### src/rtl/wave_spawner.sv
// wave_spawner: decides each enabled frame whether to request a new alien
// from the event core, grouping aliens into waves separated by intermissions.
// Alien attributes come from an internal LFSR, so a reset replays the same run.
//
// Request protocol: spawn_object is a one-cycle pulse that the core
// edge-detects; spawn_data is valid while it is high and is held until the
// next pulse. There is no ready/back-pressure path other than object_count,
// which suppresses the attempt (retried every cycle) while the core is full.
package wave_spawner_pkg;

  typedef enum logic [2:0] {
    IDLE       = 3'd0,
    INTER      = 3'd1,
    SPAWN      = 3'd2,
    WAIT_CLEAR = 3'd3,
    HALT       = 3'd4
  } spawner_state_t;

  typedef enum logic {
    INACTIVE = 1'b0,
    ACTIVE   = 1'b1
  } alien_state_t;

  typedef struct packed {
    alien_state_t _state;
    logic [3:0]   _r;
    logic [3:0]   _frame_num;
    logic [1:0]   _hp;
    logic [8:0]   _theta;
    logic [1:0]   _type;
  } alien_t;

  // Fibonacci LFSR, taps 16,14,13,11 (bits 0,2,3,5 of a right shifter).
  function automatic logic [15:0] lfsr_step(input logic [15:0] v);
    return {v[0] ^ v[2] ^ v[3] ^ v[5], v[15:1]};
  endfunction

  // Folds a 9-bit angle into 0..359 with a single conditional subtract.
  function automatic logic [8:0] wrap_theta(input logic [8:0] t);
    return (t >= 9'd360) ? t - 9'd360 : t;
  endfunction

endpackage

module wave_spawner
  import wave_spawner_pkg::*;
#(
  parameter int OBJ_LIMIT    = 8,
  parameter int SPAWN_GAP    = 32,
  parameter int INTER_FRAMES = 90,
  parameter int WAVE_BASE    = 4,
  parameter int R_LIMIT      = 15
) (
  input  logic           clk,
  input  logic           rst_n,
  input  logic           en,
  input  logic           all_clear,
  input  logic           game_over,
  input  logic [3:0]     object_count,
  output logic           spawn_object,
  output alien_t         spawn_data,
  output logic [7:0]     wave_num,
  output logic           wave_active,
  output spawner_state_t fsm_state,
  output logic [15:0]    lfsr
);

  // One shared counter: intermission, spawn gap or clear guard, by state.
  localparam int CNT_MAX = (INTER_FRAMES > SPAWN_GAP) ? INTER_FRAMES : SPAWN_GAP;
  localparam int CNT_W   = $clog2(CNT_MAX + 1);

  spawner_state_t state_q, state_d;
  logic [CNT_W-1:0] cnt_q, cnt_d;
  logic [3:0]       remaining_q, remaining_d;
  logic [7:0]       wave_q, wave_d;
  logic [15:0]      lfsr_q;
  logic             spawn_q;
  logic             active_q;
  alien_t           data_q;

  logic       fire;
  logic       attempt;
  logic       can_spawn;
  logic [8:0] wave_sum;
  logic [3:0] wave_size;
  logic [3:0] rem_cur;
  logic [1:0] new_type;
  alien_t     alien_d;

  // Wave sizing, slot availability and the candidate alien record.
  always_comb begin
    wave_sum  = 9'(WAVE_BASE) + {1'b0, wave_q};
    wave_size = (wave_sum >= 9'd15) ? 4'd15 : wave_sum[3:0];
    can_spawn = ({28'd0, object_count} < 32'(OBJ_LIMIT));
    new_type  = (wave_q >= 8'd2) ? lfsr_q[1:0] : {1'b0, lfsr_q[0]};
    alien_d            = '0;
    alien_d._type      = new_type;
    alien_d._theta     = wrap_theta(lfsr_q[15:7]);
    alien_d._hp        = (new_type[1] ? 2'd2 : 2'd1) + ((wave_q >= 8'd4) ? 2'd1 : 2'd0);
    alien_d._frame_num = {new_type, 2'b00};
    alien_d._r         = 4'(R_LIMIT);
    alien_d._state     = ACTIVE;
  end

  // Next-state logic; the INTER->SPAWN edge doubles as the first attempt.
  always_comb begin
    state_d     = state_q;
    cnt_d       = cnt_q;
    remaining_d = remaining_q;
    wave_d      = wave_q;
    attempt     = 1'b0;
    fire        = 1'b0;
    rem_cur     = (state_q == INTER) ? wave_size : remaining_q;
    case (state_q)
      IDLE: begin
        state_d = INTER;
        cnt_d   = CNT_W'(INTER_FRAMES - 1);
      end
      INTER: begin
        if (cnt_q == '0) begin
          state_d     = SPAWN;
          remaining_d = wave_size;
          cnt_d       = '0;
          attempt     = 1'b1;
        end else begin
          cnt_d = cnt_q - CNT_W'(1);
        end
      end
      SPAWN: begin
        if (cnt_q == '0) attempt = 1'b1;
        else             cnt_d   = cnt_q - CNT_W'(1);
      end
      WAIT_CLEAR: begin
        if (cnt_q != '0) begin
          cnt_d = cnt_q - CNT_W'(1);
        end else if (all_clear) begin
          wave_d  = (wave_q == 8'hFF) ? wave_q : wave_q + 8'd1;
          state_d = INTER;
          cnt_d   = CNT_W'(INTER_FRAMES - 1);
        end
      end
      HALT: begin
        state_d = HALT;
      end
      default: begin
        state_d = IDLE;
      end
    endcase
    if (attempt && can_spawn) begin
      fire        = 1'b1;
      remaining_d = rem_cur - 4'd1;
      cnt_d       = CNT_W'(SPAWN_GAP - 1);
      if (rem_cur == 4'd1) begin
        // Guard spans the core's onepulse stage and registered slot update.
        state_d = WAIT_CLEAR;
        cnt_d   = CNT_W'(3);
      end
    end
    if ((state_q != IDLE) && game_over) begin
      state_d = HALT;
      fire    = 1'b0;
    end
  end

  // State and output registers; everything freezes while en is low
  // except the request pulse, which always returns low.
  always_ff @(posedge clk or negedge rst_n) begin
    if (!rst_n) begin
      state_q     <= IDLE;
      cnt_q       <= '0;
      remaining_q <= '0;
      wave_q      <= '0;
      lfsr_q      <= 16'hACE1;
      spawn_q     <= 1'b0;
      active_q    <= 1'b0;
      data_q      <= '0;
    end else if (en) begin
      state_q     <= state_d;
      cnt_q       <= cnt_d;
      remaining_q <= remaining_d;
      wave_q      <= wave_d;
      lfsr_q      <= lfsr_step(lfsr_q);
      spawn_q     <= fire;
      active_q    <= (state_d == SPAWN) || (state_d == WAIT_CLEAR);
      if (fire) data_q <= alien_d;
    end else begin
      spawn_q <= 1'b0;
    end
  end

  assign spawn_object = spawn_q;
  assign spawn_data   = data_q;
  assign wave_num     = wave_q;
  assign wave_active  = active_q;
  assign fsm_state    = state_q;
  assign lfsr         = lfsr_q;

endmodule

### config.mk
export PLATFORM = sky130hd
export DESIGN_NAME = wave_spawner
export DESIGN_NICKNAME = d
export VERILOG_FILES = /design/src/rtl/wave_spawner.sv
export SDC_FILE = /design/constraint.sdc
export NUM_CORES = 1
export LEC_CHECK = 0
export BUFFER_PORTS_ARGS = -buffer_cell sky130_fd_sc_hd__buf_2
export CAP_MARGIN = 25
export CORE_ASPECT_RATIO = 1.25
export CORE_MARGIN = 10
export CORE_UTILIZATION = 50
export DETAILED_ROUTE_END_ITERATION = 10
export PLACE_DENSITY = 0.76
export SLEW_MARGIN = 5
export SYNTH_ARGS = -nofsm -noshare
export SYNTH_HDL_FRONTEND = slang
export SYNTH_SLANG_ARGS = --single-unit
### constraint.sdc
create_clock -name clk -period 2.4 [get_ports clk]
set_input_delay 0 -clock clk [delete_from_list [all_inputs] [get_ports clk]]
set_output_delay 0 -clock clk [all_outputs]
set_load 0.1 [all_outputs]
# Word-level counts from Yosys, hierarchy flattened
# Cells that the tools add are included.
dict set report word_totals {
  reg_bits 55
  input_bits 9
  word_cells 81
}
dict set report classes {
  n_addsub 6
  n_eq_ne 10
  n_mux 28
  bitwise_logic 5
  order_cmp 5
  n_reduce_logical 15
}
# cell count
set ops {}
lappend ops {{$mux 7} 5}
lappend ops {{$pmux 7 s4} 1}
lappend ops {{$mux 4} 5}
lappend ops {{$mux 3} 6}
lappend ops {{$pmux 3 s5} 1}
lappend ops {{$eq 3x2->1 const B} 4}
lappend ops {{$add 3x8->9 const A} 1}
lappend ops {{$ge 9x4->1 const B} 1}
lappend ops {{$ge 9x9->1 const B} 1}
lappend ops {{$mux 9} 1}
lappend ops {{$sub 9x9->9 const B} 1}
lappend ops {{$add 8x1->8 const B} 1}
lappend ops {{$eq 8x8->1 const B} 1}
lappend ops {{$ge 8x2->1 const B} 1}
lappend ops {{$ge 8x3->1 const B} 1}
lappend ops {{$logic_not 7->1} 1}
lappend ops {{$reduce_bool 7->1} 1}
lappend ops {{$sub 7x1->7 const B} 1}
lappend ops {{$mux 1} 6}
lappend ops {{$mux 5} 1}
lappend ops {{$reduce_and 5->1} 1}
lappend ops {{$reduce_bool 5->1} 1}
lappend ops {{$eq 4x1->1 const B} 1}
lappend ops {{$lt 4x4->1 const B} 1}
lappend ops {{other kinds (18)} 24}

# Logic depth before layout (Yosys ltp)
# Gate-level depths: netlist (run 1).
dict set report logic_depth {
  ltp_word 10
  mapped_depth 11
  mapped_depth_nobuf 11
}

# Worst setup path after synthesis (run 1)
# No wires, ideal clock.
dict set report synth_timing {
  path_type {reg2reg}
  start {register wave_q[2] (netlist: wave_num[2])}
  end {register cnt_q[3]}
  n_path_buf 0
  t_arrival_ns 3.237
  setup_ns 0.122
  path_slack_ns -0.958
  path_stages_with_launch 11
  cell_sequence {dfrtp_1 > inv_1 > ha_1 > a2111o_1 > nor3_1 > o21a_1 > ha_1 > inv_1 > o41ai_1 > nand2_1 > a32o_1}
}
dict set report synth_via {
  elab_chain_len 7
}
# element line
set synth_rtl {}
lappend synth_rtl {{from (decl)} 75} ;# logic [7:0] wave_q, wave_d;
lappend synth_rtl {{from (signal assigned)} 181} ;# wave_q <= wave_d;
lappend synth_rtl {{$add 3x8->9 *} 92} ;# wave_sum = 9'(WAVE_BASE) + {1'b0, wave_q};
lappend synth_rtl {{$ge 9x4->1} 93} ;# wave_size = (wave_sum >= 9'd15) ? 4'd15 : wave_sum[3:0];
lappend synth_rtl {{$mux 4 *} 93}
lappend synth_rtl {{$mux 4 *} 113} ;# rem_cur = (state_q == INTER) ? wave_size : remaining_q;
lappend synth_rtl {{$eq 4x1->1 *} 153} ;# if (rem_cur == 4'd1) begin
lappend synth_rtl {{$mux 5 *} 153}
lappend synth_rtl {{$mux 7 *} 149} ;# if (attempt && can_spawn) begin
lappend synth_rtl {{to (signal assigned)} 179} ;# cnt_q <= cnt_d;
lappend synth_rtl {{to (decl)} 73} ;# logic [CNT_W-1:0] cnt_q, cnt_d;
# Every way passes the cells marked *; elsewhere a longest branch is shown, timed or not.
# A chain may end at the register's enable or synchronous reset.

# Worst setup path after layout (run 1)
dict set report layout_timing {
  start {register wave_q[3] (netlist: wave_num[3])}
  end {register cnt_q[3]}
}
# The elaborated chain is that of the path after synthesis.

==> results of run 1 <==
power by group through the flow:
stage / logic, uW / registers (uW) / clock network (uW)
6_report: 3090 / 1500 / 628
5_1_grt: 3260 / 1550 / 698
4_1_cts: 3010 / 1490 / 642
3_5_place_dp: 3000 / 1510 / 0
3_3_place_gp: 2960 / 1490 / 0
2_1_floorplan: 1470 / 2480 / 0
logic make-up after synthesis:
logic type	synth area share
simple gates	0.213
compound gates	0.161
flops	0.429
buf+inv	0.0599
mux	0.0568
xor+xnor	0.0359
fa+ha+maj	0.0434
other cells	0.00118
sequential cells by signal (all words and copies together), names as in the netlist:
| register | flops |
|---|---|
| wave_active | 1 |
| wave_num | 8 |
| spawn_data | 14 |
| cnt_q | 7 |
| lfsr | 16 |
| remaining_q | 4 |
| spawn_object | 1 |
| fsm_state | 3 |
cell usage after synthesis (all sizes together), types with 4 or more instances:
library cell | number | area (um2)
ha | 11 | 138
nor2 | 21 | 78.8
nor3 | 13 | 65.1
o21ai | 26 | 130
nand3 | 14 | 70.1
inv | 13 | 48.8
o21a | 6 | 45.0
xnor2 | 10 | 87.6
buf | 14 | 100
nand2 | 44 | 165
nor2b | 6 | 37.5
dfrtp | 46 | 1150
a21oi | 8 | 40.0
mux2 | 16 | 180
a21o | 4 | 30.0
a31oi | 4 | 25.0
nand2b | 7 | 43.8
clkbuf | 11 | 41.3
dfstp | 8 | 210
per-stage QoR:
step / total power (uW) / hold slack (ns) / TNS, ns / util
global route: 5510 / 0.134 / -1.03 / 0.651
finish: 5220 / 0.145 / -0.617 / 0.651
CTS: 5140 / 0.138 / -0.386 / 0.631
detailed placement: 4510 / 0.206 / -0.300 / 0.610
floorplan: 3950 / -0.296 / -0.679 / -
global placement: 4450 / 0.189 / -0.0971 / 0.610
tightest hold or removal path, stage by stage:
cell and delay [ns]:
buf_2 0.13, a41o_1 0.20, o32ai_1 0.09
path summary, 6_finish.rpt:
path                          startpoint              to  slack (ns)
setup / recovery             wave_num[3]        cnt_q[3]       -0.19
hold / removal                 all_clear     wave_active        0.14
setup reg to reg             wave_num[3]        cnt_q[3]       -0.19
hold reg to reg            spawn_data[4]   spawn_data[4]        0.48
max in group asynchronous          rst_n  spawn_data[11]        1.54
min in group asynchronous          rst_n        cnt_q[5]        0.17
per-layer routing:
layer  global-route usage  vias up  share of wire
li1                     -     1354              -
met1                0.199     1421           0.41
met2                0.285       94           0.51
met3               0.0392       15          0.057
met4               0.0639        0          0.020
met5                    0        -              0
cell type report:
type	count	area, um2	area share
Tap cell	85	106	0.0265
Clock buffer	6	72.6	0.0181
Multi-Input combinational cell	249	1730	0.432
Clock inverter	2	38.8	0.00966
Inverter	13	53.8	0.0134
Timing Repair Buffer	97	622	0.155
Sequential cell	54	1390	0.346
timing repair:
action	CTS	global route
hold buffers	2	0
gates cloned	0	0
gates resized for setup	0	14
setup buffers	0	4
endpoints found under the hold margin	32	0
setup endpoints to repair	4	9
pin swaps	0	1
layout by cell type, fill, tap and decap left out, drive strengths merged, types with 7 or more instances in the layout:
master,netlist,routed
nand2b,7,7
inv,13,13
ha,11,11
nand3,14,14
a21oi,8,8
nor2,21,21
mux2,16,16
dfrtp,46,46
o21ai,26,26
buf,14,95
nand2,44,44
nor3,13,13
dfstp,8,8
xnor2,10,10
==> impl_metrics.json, run 1 <==
{
  "status": "finished, violations left",
  "violations": "setup timing",
  "drtIter0Drc": 154,
  "gp_congestion": 0.907,
  "die_x_um": 91.3,
  "grt_usage": 0.166,
  "p_leak_uw": 0.00191,
  "grt_pass1_wl_um": 13700,
  "ys_seq_elements": 54,
  "avgRoutedWirePerCell_um": 16.3,
  "end_kind": "flop",
  "ir_worst_vdd_mv": 0.696,
  "start_util": 0.515,
  "syn_inst": 340,
  "die_y_um": 109,
  "yosysWarnings": 0,
  "clock-sinks": 54,
  "path_depth": 9,
  "hp-class": "input port to flop",
  "cp_max_fo": 4,
  "max_freq_mhz": 386,
  "setup_ws_ns": -0.193,
  "dpl_cell_area_um2": 3760,
  "nNetsFinal": 440,
  "drt-total-wl_um": 8250,
  "seq_power_share": 0.287,
  "synth_ff_type": "dfrtp_1",
  "arrival_ns": 2.80,
  "ys_types": 61,
  "holdPathStages": 3,
  "reg2reg_depth": 9,
  "synth_edf_count": 0,
  "setup_viol": 4,
  "crit_slowest_cell": "dfrtp_4",
  "p_comb_frac": 0.593,
  "clockBufferDepth": 2,
  "crit_required_ns": 2.61,
  "cap_viol_max_count": 0,
  "cp_cell_sequence": "ha_4, a2111o_1, nor3_2, o21a_1, ha_2, inv_2, o41ai_4, nand2_1, a32o_1",
  "syn_area_um2": 3170,
  "post-route-drc-count": 0,
  "cp-start-kind": "flop",
  "cts_max_level": 2,
  "cts_tree": "done",
  "switchingPower_uw": 2870,
  "avgSynthCellArea_um2": 9.34,
  "clk-insertion-delay-late_ns": 0.32,
  "io_pins": 60,
  "grt_max_degree": 42,
  "intPower_uw": 2350,
  "powerDensity_nw_per_um2": 1300,
  "n_fill_cell": 529,
  "worst-setup-path-type": "flop to flop",
  "overflow": 0,
  "drive_above_1_share": 0.387,
  "cts_made_buffers": 5,
  "pre_cts_ws_ns": -0.118,
  "dieArea_um2": 9960,
  "clk_pin_slew_worst_paths_ns": 0.10,
  "min_period_ns": 2.59,
  "rsz0062_at_grt": "true",
  "clockRootBuffer": "clkbuf_8",
  "period_share": 1.08,
  "hpwl_um": 6130,
  "antenna_cells": 0,
  "portBuffers": 54,
  "final_area_um2": 4020,
  "seq_area_frac_synth": 0.429,
  "ys_async_sr_fraction": 1.00,
  "max_stage_delay_ns": 0.52,
  "dpl.cell_count": 491,
  "core_um2": 6170,
  "antenna_found_initial": 0,
  "drv_slew": 0,
  "skew_ns": 0.00687,
  "cp_top_family": "compound AO/OA/AOI/OAI gates",
  "syn2layout_area_growth_pct": 26.5,
  "p_clk_frac": 0.120,
  "crit_buf_inv": 1,
  "layout.cells.non_filler": 506,
  "grt_pass1_vias": 2758,
  "drt_first_pass_iters": 4,
  "swShare": 0.550,
  "rows": 32,
  "vias_per_cell": 5.70,
  "hold_viol_final": 0,
  "vias": 2884,
  "drtAntennaViolNets": 0
}
No activity file was read; power rests on OpenSTA's default activity.
==> run 2: changes to the inputs <==
PLACE_DENSITY = 0.73   (was 0.76)
clock period = 2.5 ns   (was 2.4 ns; I/O delays follow)
==> impl_metrics.json, run 2 (synthesis results as in run 1) <==
{
  "min_period_ns": 2.53,
  "vias_per_cell": 5.59,
  "grtUsageMet1": 0.175,
  "avgRoutedWirePerCell_um": 15.6,
  "violations": "setup timing",
  "drtAntennaViolNets": 0,
  "largest_reg_flops": 16,
  "portBuffers": 54,
  "cp-start-kind": "flop",
  "io_pins": 60,
  "powerDensity_nw_per_um2": 1260,
  "clock-sinks": 54,
  "grt_pass1_vias": 2589,
  "worst_hold_slack_ns": 0.136,
  "end_kind": "flop",
  "worst-setup-path-type": "flop to flop",
  "rsz0062_at_grt": "true",
  "ir_worst_vdd_mv": 0.667,
  "drt-total-wl_um": 7630,
  "drt_first_pass_iters": 4,
  "rows": 32,
  "relSlewSlack": 0.541,
  "drive_above_1_share": 0.353,
  "crit_required_ns": 2.70,
  "setup_ws_ns": -0.0341,
  "hp-class": "input port to flop",
  "drv_slew": 0,
  "tns_ns": -0.0341,
  "use_met2": 0.261,
  "die_x_um": 91.3,
  "cts_max_level": 2,
  "status": "finished, violations left",
  "vias": 2739,
  "max_freq_mhz": 395,
  "clk-insertion-delay-late_ns": 0.31,
  "die_y_um": 109,
  "skew_ns": 0.0165,
  "clockBufferDepth": 2,
  "final_common_cell": "buf_2",
  "grtUsageMet3": 0.0371,
  "syn2layout_area_growth_pct": 21.8,
  "drtIter0Drc": 166,
  "grt_max_degree": 55,
  "crit_slowest_cell": "dfrtp_4",
  "cts_made_buffers": 5,
  "arrival_ns": 2.73,
  "cp_cell_sequence": "ha_4, a2111o_1, nor3_2, o21a_1, ha_2, inv_2, o41ai_4, nand2_1, a32o_1",
  "max_stage_delay_ns": 0.51,
  "antenna_cells": 0,
  "worstMarginPinSlew_ns": 0.688,
  "final_util": 0.627,
  "crit_buf_inv": 1,
  "hpwl_um": 5570,
  "cp_top_family": "compound AO/OA/AOI/OAI gates",
  "core_um2": 6170,
  "setup_viol": 1,
  "grt_usage": 0.149,
  "grt_busiest_layer": "met2",
  "overflow": 0,
  "post-route-drc-count": 0,
  "clockRootBuffer": "clkbuf_8",
  "dieArea_um2": 9960,
  "cap_viol_max_count": 0,
  "hold_viol_final": 0,
  "pre_cts_ws_ns": -0.0270,
  "clk_pin_slew_worst_paths_ns": 0.10,
  "mostFrequentLayoutCells": "54 x buf_2, 44 x nand2_1, 37 x dfrtp_1",
  "grt_pass1_wl_um": 12400,
  "start_util": 0.515,
  "p_leak_uw": 0.00182,
  "cts_tree": "done",
  "gp_congestion": 0.859,
  "cp_max_fo": 4,
  "antenna_found_initial": 0,
  "period_share": 1.01,
  "nNetsFinal": 424,
  "power.total_uw": 4880
}
[run 2: repair_timing]
| item | 4_1_cts | 5_1_grt |
|---|---|---|
| setup buffers | 0 | 6 |
| hold buffers | 2 | 0 |
| endpoints found under the hold margin | 47 | 0 |
| gates resized for setup | 1 | 10 |
| pin swaps | 0 | 7 |
| setup endpoints to repair | 2 | 8 |
[run 2: power by group]
group	switching (uW)	internal (uW)	total, uW	leakage (uW)
sequential	289	1150	1440	0.000665
combinational	2110	726	2830	0.00110
clock	306	304	610	0.0000587
[run 2: per-layer routing]
layer  up-vias  share of wire
li1       1323              -
met1      1314           0.42
met5         -              0
met3        12          0.060
met4         0          0.017
met2        90           0.50
[run 2: final cells by class]
class / count / area, um2
Clock inverter: 3 / 47.5
Multi-Input combinational cell: 249 / 1720
Fill cell: 549 / 2300
Tap cell: 85 / 106
Clock buffer: 5 / 68.8
Timing Repair Buffer: 81 / 482
Sequential cell: 54 / 1380
Inverter: 13 / 53.8
[run 2: final timing paths]
kind	start	end	slack (ns)	cells after the start
setup / recovery	wave_num[0]	cnt_q[3]	-0.03	9
hold / removal	all_clear	wave_active	0.14	3
setup reg to reg	wave_num[0]	cnt_q[3]	-0.03	9
hold reg to reg	spawn_data[2]	spawn_data[2]	0.48	2
max in group asynchronous	rst_n	wave_num[2]	1.62	3
min in group asynchronous	rst_n	fsm_state[2]	0.33	3
[run 2: stage by stage]
step           cell area, um2  cells
3_3_place_gp             3620    474
3_5_place_dp             3620    474
4_1_cts                  3760    484
6_report                 3860    490
5_1_grt                  3860    490
2_1_floorplan            3250    341
[run 2: worst min-delay path, delay by kind of cell]
family          cells  cell delay (ns)
compound gates      2             0.29
buf+inv             1             0.12
==> run 3: changes to the inputs <==
PLACE_DENSITY = 0.76   (was 0.73)
clock period = 2.3 ns   (was 2.5 ns; I/O delays follow)
==> impl_metrics.json, run 3 (synthesis results as in run 1) <==
{
  "setup_ws_ns": -0.198,
  "clockRootBuffer": "clkbuf_8",
  "cp_max_fo": 3,
  "multi_input_area_um2": 1770,
  "worstMarginPinSlew_ns": 0.884,
  "grt_max_degree": 40,
  "min_period_ns": 2.50,
  "drv_slew": 0,
  "io_pins": 60,
  "syn2layout_area_growth_pct": 29.3,
  "antenna_found_initial": 0,
  "min_to": "wave_active",
  "hold_viol_final": 0,
  "relSlewSlack": 0.410,
  "reg2reg_from": "wave_num[1]",
  "grt_usage": 0.159,
  "cap_viol_max_count": 0,
  "intPower_uw": 2490,
  "rr_endpoint": "cnt_q[3]",
  "rrSetupSlack_ns": -0.20,
  "setup_viol": 6,
  "grt_pass1_vias": 2774,
  "ir_worst_vdd_mv": 0.757,
  "hpwl_um": 6080,
  "dieArea_um2": 9960,
  "arrival_ns": 2.71,
  "mostFrequentLayoutCells": "54 x buf_2, 47 x buf_4, 44 x nand2_1",
  "nNetsFinal": 448,
  "final_util": 0.666,
  "worst_hold_slack_ns": 0.156,
  "clk_pin_slew_worst_paths_ns": 0.10,
  "die_y_um": 109,
  "status": "finished, violations left",
  "largest_reg_flops": 16,
  "violations": "setup timing",
  "swShare": 0.547,
  "cp-start-kind": "flop",
  "drtIter0Drc": 162,
  "seqCellArea_um2": 1390,
  "max_freq_mhz": 400,
  "p_comb_frac": 0.594,
  "rows": 32,
  "power.total_uw": 5500,
  "die_x_um": 91.3,
  "cts_max_level": 2,
  "n_fill_cell": 500,
  "layout.cells.non_filler": 514,
  "vias_per_cell": 5.46,
  "dpl.cell_count": 498,
  "switchingPower_uw": 3010,
  "hp-class": "input port to flop",
  "post-route-drc-count": 0,
  "grt_pass1_wl_um": 13200,
  "vias": 2805,
  "drive_above_1_share": 0.408,
  "crit_required_ns": 2.51,
  "holdPathStages": 3,
  "start_util": 0.515,
  "antenna_cells": 0,
  "end_kind": "flop",
  "seq_power_share": 0.285,
  "p_leak_uw": 0.00195,
  "hold_start": "all_clear",
  "powerDensity_nw_per_um2": 1340,
  "avgRoutedWirePerCell_um": 15.8,
  "drtAntennaViolNets": 0,
  "drt_first_pass_iters": 4,
  "rsz0062_at_grt": "true",
  "cts_tree": "done",
  "cts_made_buffers": 5,
  "core_um2": 6170,
  "p_clk_frac": 0.121,
  "gp_congestion": 0.897,
  "clockBufferDepth": 2,
  "period_share": 1.09,
  "final_common_cell": "buf_2",
  "clock-sinks": 54,
  "reg2reg_depth": 9,
  "skew_ns": 0.00238,
  "overflow": 0,
  "worst-setup-path-type": "flop to flop",
  "clk-insertion-delay-late_ns": 0.31,
  "drt-total-wl_um": 8130,
  "portBuffers": 54
}
-- run 3: area by class of cell --
type / count / area share
clock buffer: 5 / 0.0168
clock inverter: 3 / 0.0116
timing repair buffer: 105 / 0.162
inverter: 13 / 0.0131
tap: 85 / 0.0259
sequential: 54 / 0.338
multi-input combinational: 249 / 0.432
-- run 3: what timing repair did --
item | 4_1_cts | 5_1_grt
setup buffers | 3 | 4
endpoints found under the hold margin | 34 | 0
pin swaps | 7 | 11
hold buffers | 2 | 0
endpoints found under the setup margin | 6 | 18
resized for setup | 9 | 12
-- run 3: critical path, stage by stage, from the launching register on --
cell and delay [ns]:
dfrtp_4 0.50, ha_4 0.17, a2111o_1 0.46, nor3_2 0.21
o21a_1 0.16, ha_2 0.19, inv_2 0.04, o41ai_4 0.27
nand2_1 0.12, a32o_1 0.27
-- run 3: worst max path at each step --
stage | slack [ns] | from | endpoint
2_1_floorplan | -0.29 | wave_num[2] | cnt_q[3]
3_3_place_gp | -0.12 | wave_num[3] | cnt_q[3]
3_5_place_dp | -0.19 | wave_num[3] | cnt_q[3]
4_1_cts | -0.18 | wave_num[0] | cnt_q[3]
5_1_grt | -0.28 | wave_num[1] | cnt_q[3]
6_report | -0.20 | wave_num[1] | cnt_q[3]
-- run 3: power by group through the flow --
| stage | combinational [uW] | clock (uW) | sequential [uW] |
|---|---|---|---|
| floorplan | 1530 | 0 | 2590 |
| global route | 3460 | 721 | 1610 |
| detailed placement | 3170 | 0 | 1570 |
| global placement | 3120 | 0 | 1550 |
| CTS | 3220 | 673 | 1550 |
| finish | 3270 | 664 | 1570 |
-- run 3: layer usage --
layer	GRT usage	vias up	routed length [um]	share of wire
met5	0	-	0	0
met4	0.0628	0	114	0.014
met3	0.0358	10	488	0.060
met2	0.284	67	4150	0.51
met1	0.182	1354	3370	0.41
li1	-	1374	-	-
-- run 3: per-stage QoR --
| stage | area [um2] | setup TNS [ns] | worst slack [ns] |
|---|---|---|---|
| floorplan | 3250 | -1.37 | -0.289 |
| global placement | 3810 | -0.320 | -0.121 |
| detailed placement | 3810 | -0.601 | -0.193 |
| CTS | 4030 | -0.549 | -0.179 |
| global route | 4100 | -1.39 | -0.283 |
| finish | 4100 | -0.783 | -0.198 |
